File: config.mk
export PLATFORM = sky130hd
export DESIGN_NAME = floating_point_dv_flat
export DESIGN_NICKNAME = d
export VERILOG_FILES = /design/src/rtl/floating_point_dv_pkg.sv /design/src/rtl/floating_point_dv_if.sv /design/src/rtl/floating_point_dv_divider.sv /design/src/rtl/floating_point_dv.sv /design/src/flat_wrapper.sv
export SDC_FILE = /design/constraint.sdc
export NUM_CORES = 1
export LEC_CHECK = 0
export CAP_MARGIN = 10
export CORE_AREA = 2 2 142 144
export CTS_CLUSTER_SIZE = 12
export DETAILED_ROUTE_END_ITERATION = 10
export DIE_AREA = 0 0 144 146
export MAX_ROUTING_LAYER = met4
export PLACE_DENSITY = 0.71
export SETUP_SLACK_MARGIN = 0.4
export SLEW_MARGIN = 20
export SYNTH_ARGS = -nofsm -noshare
export SYNTH_HDL_FRONTEND = slang
export SYNTH_SLANG_ARGS = --single-unit
File: constraint.sdc
create_clock -name clk -period 4.3 [get_ports clk]
set_input_delay 0.86 -clock clk [delete_from_list [all_inputs] [get_ports clk]]
set_output_delay 0.86 -clock clk [all_outputs]
set_load 0.005 [all_outputs]
File: src/rtl/floating_point_dv_pkg.sv
// ---------------------------------------------------------------------------
// fp_div_pkg
// Shared definitions for the single-precision floating-point divider:
// FSM state encoding, IEEE-754 constants, mantissa iteration count and a
// helper that classifies an operand as zero / infinity / NaN.
// No ports (package).
// ---------------------------------------------------------------------------
package fp_div_pkg;

    localparam int unsigned BIAS      = 127;
    localparam logic [31:0] QNAN      = 32'h7FC0_0000;
    localparam int unsigned DIV_ITERS = 25;
    localparam int unsigned CNT_W     = 5;

    typedef enum logic [1:0] {
        ST_IDLE = 2'd0,
        ST_DIV  = 2'd1,
        ST_NORM = 2'd2,
        ST_DONE = 2'd3
    } fp_div_state_e;

    typedef struct packed {
        logic isZero;
        logic isInf;
        logic isNan;
    } fp_class_t;

    // Denormals (exponent 0, nonzero fraction) are treated as zero, so an
    // exponent of 0 alone is enough to call the operand zero.
    function automatic fp_class_t classifyOperand(input logic [31:0] x);
        fp_class_t c;
        c.isZero = (x[30:23] == 8'h00);
        c.isInf  = (x[30:23] == 8'hFF) && (x[22:0] == 23'd0);
        c.isNan  = (x[30:23] == 8'hFF) && (x[22:0] != 23'd0);
        return c;
    endfunction

endpackage

File: src/rtl/floating_point_dv_if.sv
// ---------------------------------------------------------------------------
// floating_point_dv_if
// Bundles the divider's request and response signals.
//   start        : begin a divide (only honoured while idle)
//   a, b         : dividend / divisor, IEEE-754 single
//   result       : registered quotient
//   overflow     : quotient saturated to infinity
//   underflow    : quotient flushed to signed zero
//   div_by_zero  : finite nonzero dividend over zero
//   busy         : divider is not idle
//   done         : one-cycle pulse, result and flags valid
// master modport drives the request, slave modport is the divider side.
// ---------------------------------------------------------------------------
interface floating_point_dv_if;
    import fp_div_pkg::*;

    logic        start;
    logic [31:0] a;
    logic [31:0] b;
    logic [31:0] result;
    logic        overflow;
    logic        underflow;
    logic        div_by_zero;
    logic        busy;
    logic        done;

    modport master (
        output start, a, b,
        input  result, overflow, underflow, div_by_zero, busy, done
    );

    modport slave (
        input  start, a, b,
        output result, overflow, underflow, div_by_zero, busy, done
    );

endinterface

File: src/rtl/floating_point_dv_divider.sv
// ---------------------------------------------------------------------------
// sequential_divider
// Restoring radix-2 mantissa divider, one quotient bit per clock,
// DIV_ITERS iterations. Quotient bit 24 carries weight 1, so
// o_quotient = floor(i_dividend * 2^24 / i_divisor).
//   clk, rst     : clock, synchronous active-high reset
//   i_start      : load operands and restart (overrides a run in progress)
//   i_dividend   : 24-bit mantissa with hidden one
//   i_divisor    : 24-bit mantissa with hidden one
//   o_quotient   : 25-bit quotient
//   o_last       : the coming edge performs the final iteration
//   o_done       : one-cycle pulse once the quotient is complete
// ---------------------------------------------------------------------------
module sequential_divider
    import fp_div_pkg::*;
(
    input  logic        clk,
    input  logic        rst,
    input  logic        i_start,
    input  logic [23:0] i_dividend,
    input  logic [23:0] i_divisor,
    output logic [24:0] o_quotient,
    output logic        o_last,
    output logic        o_done
);

    logic [25:0]      r_rem;
    logic [23:0]      r_div;
    logic [24:0]      r_quot;
    logic [CNT_W-1:0] r_count;
    logic             r_running;
    logic             r_done;

    logic [25:0]      w_divExt;
    logic [25:0]      w_diff;
    logic             w_ge;
    logic [25:0]      w_nextRem;

    // Trial subtraction: keep the difference when the divisor fits,
    // otherwise restore the partial remainder unchanged.
    always_comb begin
        w_divExt  = {2'b00, r_div};
        w_ge      = (r_rem >= w_divExt);
        w_diff    = r_rem - w_divExt;
        w_nextRem = w_ge ? w_diff : r_rem;
    end

    // The partial remainder stays below the divisor after each step, so
    // shifting left one place never loses a set bit.
    always_ff @(posedge clk) begin
        if (rst) begin
            r_rem     <= '0;
            r_div     <= '0;
            r_quot    <= '0;
            r_count   <= '0;
            r_running <= 1'b0;
            r_done    <= 1'b0;
        end else begin
            r_done <= 1'b0;
            if (i_start) begin
                r_rem     <= {2'b00, i_dividend};
                r_div     <= i_divisor;
                r_quot    <= '0;
                r_count   <= '0;
                r_running <= 1'b1;
            end else if (r_running) begin
                r_rem   <= {w_nextRem[24:0], 1'b0};
                r_quot  <= {r_quot[23:0], w_ge};
                r_count <= r_count + CNT_W'(1);
                if (r_count == CNT_W'(DIV_ITERS - 1)) begin
                    r_running <= 1'b0;
                    r_done    <= 1'b1;
                end
            end
        end
    end

    assign o_quotient = r_quot;
    assign o_last     = r_running && (r_count == CNT_W'(DIV_ITERS - 1));
    assign o_done     = r_done;

endmodule

File: src/rtl/floating_point_dv.sv
// ---------------------------------------------------------------------------
// floating_point_dv
// IEEE-754 single-precision divider: a / b with truncating rounding,
// flush-to-zero of denormal inputs and underflowing results.
// Special operands finish in one DIV cycle; normal operands run the
// 25-step mantissa divider, then normalise in NORM.
//   clk          : clock, all state on the rising edge
//   rst          : synchronous active-high reset
//   bus (slave)  : start/a/b request, result/flags/busy/done response
// ---------------------------------------------------------------------------
module floating_point_dv
    import fp_div_pkg::*;
(
    input  logic                clk,
    input  logic                rst,
    floating_point_dv_if.slave  bus
);

    fp_div_state_e     r_state;
    fp_div_state_e     w_nextState;

    logic [31:0]       r_opA;
    logic [31:0]       r_opB;
    logic [31:0]       r_result;
    logic              r_overflow;
    logic              r_underflow;
    logic              r_divByZero;

    logic              w_accept;
    logic [24:0]       w_quotient;
    logic              w_divLast;
    logic              w_divDone;

    fp_class_t         w_classA;
    fp_class_t         w_classB;
    logic              w_sign;
    logic              w_special;
    logic              w_specialDbz;
    logic [31:0]       w_specialResult;

    logic signed [9:0] w_expCalc;
    logic [22:0]       w_normFrac;
    logic [31:0]       w_normResult;
    logic              w_normOverflow;
    logic              w_normUnderflow;

    assign w_accept = (r_state == ST_IDLE) && bus.start;

    // The divider loads straight from the bus on the accepting edge so its
    // iteration counter clears in the same edge the operands are latched.
    sequential_divider u_divider (
        .clk        (clk),
        .rst        (rst),
        .i_start    (w_accept),
        .i_dividend ({1'b1, bus.a[22:0]}),
        .i_divisor  ({1'b1, bus.b[22:0]}),
        .o_quotient (w_quotient),
        .o_last     (w_divLast),
        .o_done     (w_divDone)
    );

    // Special-operand decode, checked in priority order. An infinite
    // dividend over zero is infinity but not a divide-by-zero, because the
    // flag is reserved for a finite nonzero dividend.
    always_comb begin
        w_classA        = classifyOperand(r_opA);
        w_classB        = classifyOperand(r_opB);
        w_sign          = r_opA[31] ^ r_opB[31];
        w_special       = 1'b1;
        w_specialDbz    = 1'b0;
        w_specialResult = QNAN;
        if (w_classA.isNan || w_classB.isNan) begin
            w_specialResult = QNAN;
        end else if ((w_classA.isZero && w_classB.isZero) ||
                     (w_classA.isInf && w_classB.isInf)) begin
            w_specialResult = QNAN;
        end else if (w_classB.isZero && !w_classA.isInf) begin
            w_specialResult = {w_sign, 8'hFF, 23'd0};
            w_specialDbz    = 1'b1;
        end else if (w_classA.isInf) begin
            w_specialResult = {w_sign, 8'hFF, 23'd0};
        end else if (w_classA.isZero || w_classB.isInf) begin
            w_specialResult = {w_sign, 31'd0};
        end else begin
            w_special = 1'b0;
        end
    end

    // Normalisation: a quotient of at least 1 keeps the biased exponent
    // difference, one below 1 shifts left one place and loses one from it.
    // The exponent is evaluated signed in 10 bits so both saturation
    // directions can be detected.
    always_comb begin
        w_normFrac      = w_quotient[24] ? w_quotient[23:1] : w_quotient[22:0];
        w_expCalc       = $signed({2'b00, r_opA[30:23]} - {2'b00, r_opB[30:23]} +
                                  (w_quotient[24] ? 10'(BIAS) : 10'(BIAS - 1)));
        w_normOverflow  = 1'b0;
        w_normUnderflow = 1'b0;
        w_normResult    = {w_sign, w_expCalc[7:0], w_normFrac};
        if (w_expCalc >= 10'sd255) begin
            w_normResult   = {w_sign, 8'hFF, 23'd0};
            w_normOverflow = 1'b1;
        end else if (w_expCalc <= 10'sd0) begin
            w_normResult    = {w_sign, 31'd0};
            w_normUnderflow = 1'b1;
        end
    end

    // State register; reset wins over everything including a pending start.
    always_ff @(posedge clk) begin
        if (rst) begin
            r_state <= ST_IDLE;
        end else begin
            r_state <= w_nextState;
        end
    end

    // Next-state logic. DIV leaves early for special operands; otherwise it
    // moves to NORM on the edge that performs the final mantissa iteration.
    always_comb begin
        w_nextState = r_state;
        case (r_state)
            ST_IDLE: begin
                if (bus.start) begin
                    w_nextState = ST_DIV;
                end
            end
            ST_DIV: begin
                if (w_special) begin
                    w_nextState = ST_DONE;
                end else if (w_divLast) begin
                    w_nextState = ST_NORM;
                end
            end
            ST_NORM: begin
                if (w_divDone) begin
                    w_nextState = ST_DONE;
                end
            end
            ST_DONE: begin
                w_nextState = ST_IDLE;
            end
            default: begin
                w_nextState = ST_IDLE;
            end
        endcase
    end

    // Operand capture and result/flag registers. Flags drop when a new
    // operation is accepted and are only raised together with the result
    // they describe; the result itself holds until it is overwritten.
    always_ff @(posedge clk) begin
        if (rst) begin
            r_opA       <= '0;
            r_opB       <= '0;
            r_result    <= '0;
            r_overflow  <= 1'b0;
            r_underflow <= 1'b0;
            r_divByZero <= 1'b0;
        end else if (w_accept) begin
            r_opA       <= bus.a;
            r_opB       <= bus.b;
            r_overflow  <= 1'b0;
            r_underflow <= 1'b0;
            r_divByZero <= 1'b0;
        end else if ((r_state == ST_DIV) && w_special) begin
            r_result    <= w_specialResult;
            r_divByZero <= w_specialDbz;
        end else if ((r_state == ST_NORM) && w_divDone) begin
            r_result    <= w_normResult;
            r_overflow  <= w_normOverflow;
            r_underflow <= w_normUnderflow;
        end
    end

    assign bus.result      = r_result;
    assign bus.overflow    = r_overflow;
    assign bus.underflow   = r_underflow;
    assign bus.div_by_zero = r_divByZero;
    assign bus.busy        = (r_state != ST_IDLE);
    assign bus.done        = (r_state == ST_DONE);

endmodule

File: src/flat_wrapper.sv
// flat-port wrapper written by rule: the top's interface ports become plain ports
module floating_point_dv_flat import fp_div_pkg::*;
  (clk, rst, bus_start, bus_a, bus_b, bus_result, bus_overflow, bus_underflow, bus_div_by_zero, bus_busy, bus_done);
  floating_point_dv_if bus_i ();
  input  logic clk;
  input  logic rst;
  input wire logic [$bits(bus_i.start)-1:0] bus_start;
  input wire logic [$bits(bus_i.a)-1:0] bus_a;
  input wire logic [$bits(bus_i.b)-1:0] bus_b;
  output wire logic [$bits(bus_i.result)-1:0] bus_result;
  output wire logic [$bits(bus_i.overflow)-1:0] bus_overflow;
  output wire logic [$bits(bus_i.underflow)-1:0] bus_underflow;
  output wire logic [$bits(bus_i.div_by_zero)-1:0] bus_div_by_zero;
  output wire logic [$bits(bus_i.busy)-1:0] bus_busy;
  output wire logic [$bits(bus_i.done)-1:0] bus_done;
  assign bus_i.start = bus_start;
  assign bus_i.a = bus_a;
  assign bus_i.b = bus_b;
  assign bus_result = bus_i.result;
  assign bus_overflow = bus_i.overflow;
  assign bus_underflow = bus_i.underflow;
  assign bus_div_by_zero = bus_i.div_by_zero;
  assign bus_busy = bus_i.busy;
  assign bus_done = bus_i.done;
  floating_point_dv u_core (.clk(clk), .rst(rst), .bus(bus_i));
endmodule
Word-level counts from Yosys, hierarchy flattened:

Index checks and enable logic that the tools add are counted.
Widths: inputs -> output; s select.

* add/sub/neg operators: 4
* magnitude comparators: 3
* equal/unequal tests: 9
* mux-type cells: 34
* bitwise operators: 4
* reduce and logical (&&, ||, !) cells: 30

Operators by type and width (number)
* $mux 32: 7
* $mux 31: 2
* $mux 24: 2
* $logic_not 23->1: 2
* $reduce_bool 23->1: 2
* $ge 26x24->1: 1
* $mux 25: 1
* $sub 25x24->25: 1
* $mux 23: 1
* $eq 8x8->1 const B: 2
* $logic_not 8->1: 2
* $mux 1: 16
* $logic_and 1x1->1: 11
* $add 10x10->10: 1
* $ge 10x9->1 const B: 1
* $le 10x1->1 const B: 1
* $sub 8x8->9: 1
* $mux 2: 4
* $pmux 2 s4: 1
* $reduce_bool 2->1: 3
* $add 5x1->5 const B: 1
* $eq 5x5->1 const B: 1
* $eq 2x2->1 const B: 2
* $ne 2x2->1 const B: 2
* 11 further kinds: 16

* bits in registers: 183
* input bits: 67
* output and inout port bits: 37
* word-level logic and storage cells: 98

Depth between registers and ports, before layout:

Gate-level depths: netlist of the first run.

* word-level depth: 11
* mapped depth: 14
* mapped depth without buffers: 13

Cells and area by module:

From an unflattened synthesis of the first run, not the netlist that was laid out.

* cells, all modules: 1177
* area, all modules: 9679.3 um^2

By module, submodules not included
* floating_point_dv: times used 1, cells each 605, area each 4919.7 um^2, sequential area each 2021.9 um^2
* sequential_divider: times used 1, cells each 572, area each 4759.6 um^2, sequential area each 1641.6 um^2

Worst setup path before layout of the first run:

Ideal clock, no wire load.

* kind: reg2reg
* start: reg u_core.r_opB[23]
* end: reg u_core.r_result[10], in the netlist u_core.bus.result[10]
* setup time: 115 ps
* data arrival time: 2925 ps
* data required time: 4185 ps
* slack: 1260 ps
* cell stages (with the launch flop): 13
* path buffers: 1
* clock period less this slack: 3040 ps
* cell sequence: dfxtp_1 > ha_1 > inv_1 > fa_1 > a211oi_4 > nor2_2 > xor2_1 > or4b_1 > a2111oi_4 > a211oi_4 > nand4_4 > buf_6 > o21ai_2

* longest elaborated chain between the ends: 11
* elaborated cells between the ends (all ways): 29
* those cells by class: add/sub: 2; order compare: 2; eq/ne: 1; mux: 12; reduce/logical: 12

Ends and longest elaborated chain
* start: declaration: RTL line floating_point_dv.sv:23 `logic [31:0] r_opB;`
* start signal: assignment: RTL line floating_point_dv.sv:162 `r_opB <= bus.b;`
* branches (longest 11 deep; another with $add 10x10->10)
* end signal: assignment: RTL line floating_point_dv.sv:167 `r_result <= w_specialResult;`
* end signal: assignment: RTL line floating_point_dv.sv:170 `r_result <= w_normResult;`
* end: declaration: RTL line floating_point_dv.sv:24 `logic [31:0] r_result;`

Several ways; the timed one is not identified. The select of a mux whose other input is x is not followed.
A chain may end at the register's enable or synchronous reset.

Final worst setup path of the first run:

* start: reg u_core.r_opB[23]
* end: reg u_core.r_result[4], in the netlist u_core.bus.result[4]

The elaborated chain is that of the path after synthesis.

==> results of run 1 <==
==> state kept, by name (all words and copies together) (netlist names) <==
signal / flops
u_core.bus.div_by_zero: 1
u_core.bus.overflow: 1
u_core.bus.result: 32
u_core.bus.underflow: 1
u_core.r_opA: 32
u_core.r_opB: 9
u_core.r_state: 2
u_core.u_divider.o_done: 1
u_core.u_divider.o_quotient: 25
u_core.u_divider.r_count: 5
u_core.u_divider.r_div: 24
u_core.u_divider.r_rem: 26
u_core.u_divider.r_running: 1
==> metal layers <==
| layer | GRT usage [%] | wire length [um] | vias to the layer above |
|---|---|---|---|
| met4 | 7.157 | 429 | 0 |
| met3 | 4.146 | 799 | 29 |
| met2 | 35.24 | 10480 | 149 |
| met5 | - | 0 | - |
| met1 | 26.83 | 9928 | 3576 |
| li1 | - | - | 3933 |
==> cell type report <==
class / instances / area (um2) / share of cell area (%)
Multi-Input combinational cell: 799 / 5042 / 47.87
Sequential cell: 160 / 3204 / 30.42
Timing Repair Buffer: 114 / 1109 / 10.53
Clock buffer: 17 / 425.4 / 4.039
Tap cell: 265 / 331.6 / 3.148
Inverter: 57 / 214.0 / 2.031
Clock inverter: 15 / 206.4 / 1.960
==> through the flow <==
step / utilization, % / total power [mW] / setup WS, ns / hold slack [ns] / std cells
2_1_floorplan: - / 5.080 / 1.260 / 0.4353 / 1069
3_3_place_gp: 51.12 / 6.030 / 0.7730 / 0.4394 / 1394
3_5_place_dp: 51.12 / 6.047 / 0.7284 / 0.4405 / 1394
4_1_cts: 54.38 / 7.608 / 0.6952 / 0.4583 / 1426
5_1_grt: 54.47 / 8.231 / 0.3681 / 0.4703 / 1427
6_report: 54.47 / 7.646 / 0.5736 / 0.4557 / 1427
==> power by group through the flow <==
stage	sequential [mW]	combinational [mW]	clock, mW
finish	1.96	4.14	1.54
global route	2.00	4.59	1.64
CTS	1.96	4.08	1.57
detailed placement	2.00	4.05	0
global placement	1.99	4.04	0
floorplan	1.90	3.18	0
==> worst max path at each step <==
stage	endpoint
finish	u_core.bus.result[4]$_SDFFE_PP0P_
detailed placement	u_core.bus.result[0]$_SDFFE_PP0P_
global placement	u_core.bus.result[1]$_SDFFE_PP0P_
global route	u_core.bus.result[4]$_SDFFE_PP0P_
CTS	u_core.bus.result[0]$_SDFFE_PP0P_
floorplan	u_core.bus.result[10]$_SDFFE_PP0P_
==> timing repair <==
action | CTS | global route
resized for setup | 0 | 1
hold buffers | 0 | 0
setup endpoints to repair | 0 | 2
hold endpoints to repair | 0 | 0
==> worst max-delay path: stages (launching register included) <==
cell and delay (ns):
dfxtp_1 0.38, ha_1 0.19, inv_1 0.06, fa_1 0.45, a211oi_4 0.34, nor2_2 0.10, xor2_1 0.23, nor3_1 0.54
a31oi_1 0.24, o21bai_2 0.36, nand4_2 0.48, o21ai_2 0.28
==> cell usage in the layout, fill, tap and decap left out, types with 12 or more instances in the layout <==
master	Yosys	layout
nand2_1	201	200
dfxtp_1	160	159
a21oi_1	108	108
clkdlybuf4s50_1	0	102
nor2_1	86	86
inv_1	56	56
mux2i_1	52	52
ha_1	41	41
o21ai_0	34	34
nand4_1	20	20
o21ai_2	20	20
xnor2_1	18	18
clkbuf_16	0	17
nor3_1	18	16
nor4_1	15	15
xor2_1	12	12
==> logic make-up after synthesis <==
family / count (synthesis)
adder cells (fa/ha/maj): 43
AND/OR/NAND/NOR: 394
buffers and inverters: 111
multiplexers: 55
flip-flops: 160
XOR/XNOR: 30
AO/OA/AOI/OAI: 276
==> key figures, run 1 <==
Critical path
  – Kind of critical path: flip-flop to flip-flop
  – Maximum fanout along the worst path: 11
  – Startpoint types: flip-flop
  – R2R setup slack: 0.57 ns
  – Worst EP arrival: 4.10 ns
  – Critical path endpoint category: flip-flop
  – Worst endpoint required time: 4.67 ns
  – FF-to-FF Start: u_core.r_opB[23]$_SDFFE_PP0P_
  – CP Launch Point: u_core.r_opB[23]$_SDFFE_PP0P_
  – Worst Reg2Reg Path Length in Cells: 11
  – End of the worst register-to-register path: u_core.bus.result[4]$_SDFFE_PP0P_

Drt
  – Final ANT Viol Nets: 0
  – Avg WL per Cell: 15.16 um
  – DRC: 0
  – Initial drt markers: 341
  – DR vias: 7,687
  – Pre-antenna DRT Iters: 5
  – Vias per cell: 5.387
  – Routed WL: 21,640 um

Global route
  – All-Layer GR Usage: 21.63%
  – Grt ovf: 0
  – Vias in the first global route: 7,397
  – Largest net degree at the start of global routing: 94
  – First-pass GRT wire length: 35,740 um
  – Initial antenna violation count: 0

Hold path
  – Min-Delay Path Class: flip-flop to flip-flop
  – Hold Path Origin: u_core.bus.result[3]$_SDFFE_PP0P_
  – Worst Hold Path EP: u_core.bus.result[3]$_SDFFE_PP0P_
  – Hold depth: 2

Synth
  – Mux cell area share after synthesis: 6.392%
  – Gate count after technology mapping: 1,069
  – Cell Area, Synth: 8672 um2
  – Yosys warns: 0
  – Synth Area in XOR/XNOR: 3.030%
  – Post-synth EDFFs: 0
  – Largest family of logic cells by synthesized area: compound AO/OA/AOI/OAI gates
  – Area fraction in and, or, nand and nor cells after synthesis: 20.39%
  – Register area share after synthesis: 36.94%
  – Post-synth cell types: 79
  – Seq cells post-synth: 160
  – Synth Area in Adders: 6.377%
  – Ys async rst share: 0%
  – Synth top area share: 36.94%
  – Syn Area/Cell: 8.112 um2
  – Commonest cells post-synth: nand2_1 (201), dfxtp_1 (160), a21oi_1 (108)
  – Complex-gate fraction of the synthesized area: 21.66%
  – Count leader, synth: nand2_1
  – Synth area leader: dfxtp_1
  – Leading post-synthesis cells by cell area: dfxtp_1 (37%), nand2_1 (8.7%), a21oi_1 (6.2%), mux2i_1 (6.0%), ha_1 (5.9%)
  – Post-synth top flop: dfxtp_1
  – Syn Nets: 1,179

Outcome
  – Run status: finished, final reports clean

Clock tree
  – Clk_lat worst skew: 0.44 ns
  – Bufs on Longest Clock Path: 2
  – TritonCTS clock tree: yes
  – Root Buffer: clkbuf_16
  – Htree depth: 4
  – CTS Sinks: 160
  – CTS Buf Count: 17
  – Setup Fix Bufs, Post-CTS: 0
  – Clock-pin slew on the worst setup and hold paths: 0.08 ns

Final layout
  – Ant. Diodes: 0
  – Area delta synth->final: 21.45%
  – Share of post-route cells with drive strength above 1: 8.090%
  – Post-layout nets: 1,259
  – Final Instance Area: 10,530 um2
  – Filler Cells Inserted: 1,856

Power
  – Clock share of power: 20.2%
  – Switching Power: 3.457 mW
  – PwrDens: 726.0 nW/um2
  – Comb power frac: 54.1%
  – Pint: 4.189 mW
  – Share of power burned in registers: 25.7%
  – Leak: 3.885 nW
  – Worst vdd ir: 403.4 uV
  – Sw frac: 45.21%

Die
  – Die area: 21,020 um2
  – Io pins: 104
  – Initial Utilization: 44.85%
  – Die Span X: 144 um
  – FP Rows: 51
  – Die H: 146 um
  – Core area: 19,330 um2

STA
  – Achievable frequency: 268.4 MHz
  – Worst slew margin: 34.13%
  – Finish-stage setup viols: 0
  – Final hold violations: 0
  – Post-route minimum period: 3.726 ns
  – Setup TNS: 0 ns
  – Worst slew pin tran: 0.9881 ns
  – Slew Limit Fails: 0
  – RSZ-0062 raised after global routing: yes
  – Final worst-path cycle share: 86.66%
  – Clk_skew: 0.009461 ns

Placed design
  – PortBufs: 103
  – Placed cell areas: 9883 um2
  – DPL Wire Length: 15,650 um
  – GP Congestion: 0.8894

Job
  – Number of max-cap violations: 0
Power figures use the tool's default switching activity.
==> run 2, diff against run 1 <==
- PLACE_DENSITY: 0.71 -> 0.66
==> run 2 against run 1 <==
  * Power decreased by 1.1%
  * Utilization decreased by 0.32 points
  * Combinational power about the same
  * Setup slack improved by 0.12 ns
  * Critical path depth unchanged
  * Sequential cell count unchanged
  * Critical endpoint is now u_core.bus.result[1]$_SDFFE_PP0P_
  * Sequential share of layout area increased by 0.18 points
  * Worst hold slack got worse by 0.00092 ns
==> key figures, run 2 (synthesis gave the netlist of run 1 again) <==
Outcome
  – Run status: finished, final reports clean

STA
  – Clk_skew: 0.009834 ns
  – Slew Limit Fails: 0
  – RSZ-0062 raised after global routing: yes
  – Final hold violations: 0
  – Final worst slack: 0.6924 ns
  – Setup TNS: 0 ns
  – Worst slew margin: 31.36%
  – Hold slack: 0.4548 ns
  – Finish-stage setup viols: 0
  – Final worst-path cycle share: 83.90%
  – Worst slew pin tran: 1.030 ns
  – Post-route minimum period: 3.608 ns
  – Achievable frequency: 277.2 MHz

Clock tree
  – Setup Fix Bufs, Post-CTS: 0
  – Htree depth: 4
  – TritonCTS clock tree: yes
  – Clock-pin slew on the worst setup and hold paths: 0.07 ns
  – Cts repair resizes: 0
  – Clk_lat worst skew: 0.43 ns
  – Root Buffer: clkbuf_16
  – Bufs on Longest Clock Path: 2
  – CTS Buf Count: 17
  – CTS Sinks: 160
  – # hold bufs at CTS: 0

Global route
  – First-pass GRT wire length: 36,130 um
  – All-Layer GR Usage: 21.94%
  – Grt ovf: 0
  – Largest net degree at the start of global routing: 94
  – Initial antenna violation count: 0
  – Vias in the first global route: 7,278

Final layout
  – Share of post-route cells with drive strength above 1: 7.765%
  – Post-layout nets: 1,256
  – Commonest non-fill, non-tap cell in the layout: nand2_1
  – Most frequent cells in the layout: nand2_1 (200), dfxtp_1 (159), a21oi_1 (108), clkdlybuf4s50_1 (102), nor2_1 (86)
  – Area delta synth->final: 20.75%
  – Ant. Diodes: 0
  – Final Instance Area: 10,470 um2

Drt
  – Pre-antenna DRT Iters: 5
  – Vias per cell: 5.394
  – Final ANT Viol Nets: 0
  – Initial drt markers: 496
  – Routed WL: 22,000 um
  – DRC: 0
  – DR vias: 7,681
  – Avg WL per Cell: 15.45 um

Die
  – Io pins: 104
  – Die Span X: 144 um
  – Initial Utilization: 44.85%
  – Core area: 19,330 um2
  – FP Rows: 51
  – Die H: 146 um
  – Die area: 21,020 um2

Power
  – PwrDens: 722.5 nW/um2
  – Worst vdd ir: 538.5 uV
  – Leak: 3.854 nW

Critical path
  – Maximum fanout along the worst path: 22
  – FF-to-FF Start: u_core.r_opB[23]$_SDFFE_PP0P_
  – R2R setup slack: 0.69 ns
  – Startpoint types: flip-flop
  – Critical path endpoint category: flip-flop
  – Crit-path cells: ha_1 > inv_1 > fa_1 > a211oi_4 > nor2_2 > xor2_1 > nor3_1 > a21o_1 > a221o_1 > nand4_4 > o21ai_0
  – Kind of critical path: flip-flop to flip-flop
  – Critical path's slowest cell: nor3_1
  – End of the worst register-to-register path: u_core.bus.result[1]$_SDFFE_PP0P_
  – Slowest Stage Delay on Critical Path: 0.55 ns
  – Worst endpoint required time: 4.65 ns
  – Worst EP arrival: 3.96 ns
  – Worst Reg2Reg Path Length in Cells: 11

Hold path
  – Hold depth: 2
  – Hold Path Origin: u_core.bus.result[5]$_SDFFE_PP0P_
  – Worst Hold Path EP: u_core.bus.result[5]$_SDFFE_PP0P_
  – Min-Delay Path Class: flip-flop to flip-flop

Placed design
  – Dpl ws: 0.7136 ns
  – PortBufs: 103
  – GP Congestion: 0.8961
  – DPL Wire Length: 15,790 um
  – Placed cell areas: 9881 um2

Job
  – Number of max-cap violations: 0
-- run 2: changes by cell type in the layout (fill, tap and decap cells not counted) --
cell / before / now
buf_12: 0 / 1
buf_4: 11 / 8
clkinv_2: 0 / 1
clkinv_4: 1 / 3
clkinv_8: 8 / 4
inv_12: 1 / 0
inv_6: 2 / 4
nand4_2: 1 / 0
nor3_1: 16 / 17
nor3_2: 3 / 2
-- run 2: layer usage --
metal / vias to the layer above / share of wire (%) / global-route usage [%]
met3: 21 / 3.0 / 3.817
met5: - / 0 / -
li1: 3931 / - / -
met4: 0 / 1.6 / 6.029
met1: 3595 / 46 / 27.34
met2: 134 / 49 / 36.48
-- run 2: area by class of cell --
type	instances	area [um2]
flip-flops and latches	160	3204
fillers	1883	8864
clock inverters	15	165.2
inverters	57	214.0
clock buffers	17	425.4
well taps	265	331.6
repair buffers	112	1106
multi-input cells	798	5025
-- run 2: how the worst max path moves through the flow --
| stage | start | end | cells past startpoint |
|---|---|---|---|
| floorplan | u_core.r_opB[23]$_SDFFE_PP0P_ | u_core.bus.result[10]$_SDFFE_PP0P_ | 12 |
| global placement | u_core.r_opB[23]$_SDFFE_PP0P_ | u_core.bus.result[1]$_SDFFE_PP0P_ | 11 |
| detailed placement | u_core.r_opB[23]$_SDFFE_PP0P_ | u_core.bus.result[1]$_SDFFE_PP0P_ | 11 |
| CTS | u_core.r_opB[23]$_SDFFE_PP0P_ | u_core.bus.result[1]$_SDFFE_PP0P_ | 11 |
| global route | u_core.r_opA[23]$_SDFFE_PP0P_ | u_core.bus.result[1]$_SDFFE_PP0P_ | 12 |
| finish | u_core.r_opB[23]$_SDFFE_PP0P_ | u_core.bus.result[1]$_SDFFE_PP0P_ | 11 |
-- run 2: worst max-delay path, delay by kind of cell (launching register included) --
kind	cells	cell delay (ns)
AOI/OAI and AO/OA	4	1.17
and+or+nand+nor	3	1.08
adders and majority gates	2	0.64
DFF	1	0.36
xor gates and xnor gates	1	0.22
buffers and inverters	1	0.06
-- run 2: where the power goes --
group / internal, mW / switching (mW) / total, mW / leakage [nW]
registers: 1.74 / 0.230 / 1.97 / 1.31
clock network: 0.779 / 0.710 / 1.49 / 0.290
logic: 1.64 / 2.47 / 4.11 / 2.26
total: 4.16 / 3.41 / 7.57 / 3.85
-- run 2: stage by stage --
step / cells / power, mW / util, %
detailed placement: 1392 / 6.058 / 51.10
CTS: 1424 / 7.574 / 54.16
global placement: 1392 / 6.057 / 51.10
global route: 1424 / 8.164 / 54.16
finish: 1424 / 7.566 / 54.16
floorplan: 1069 / 5.080 / -
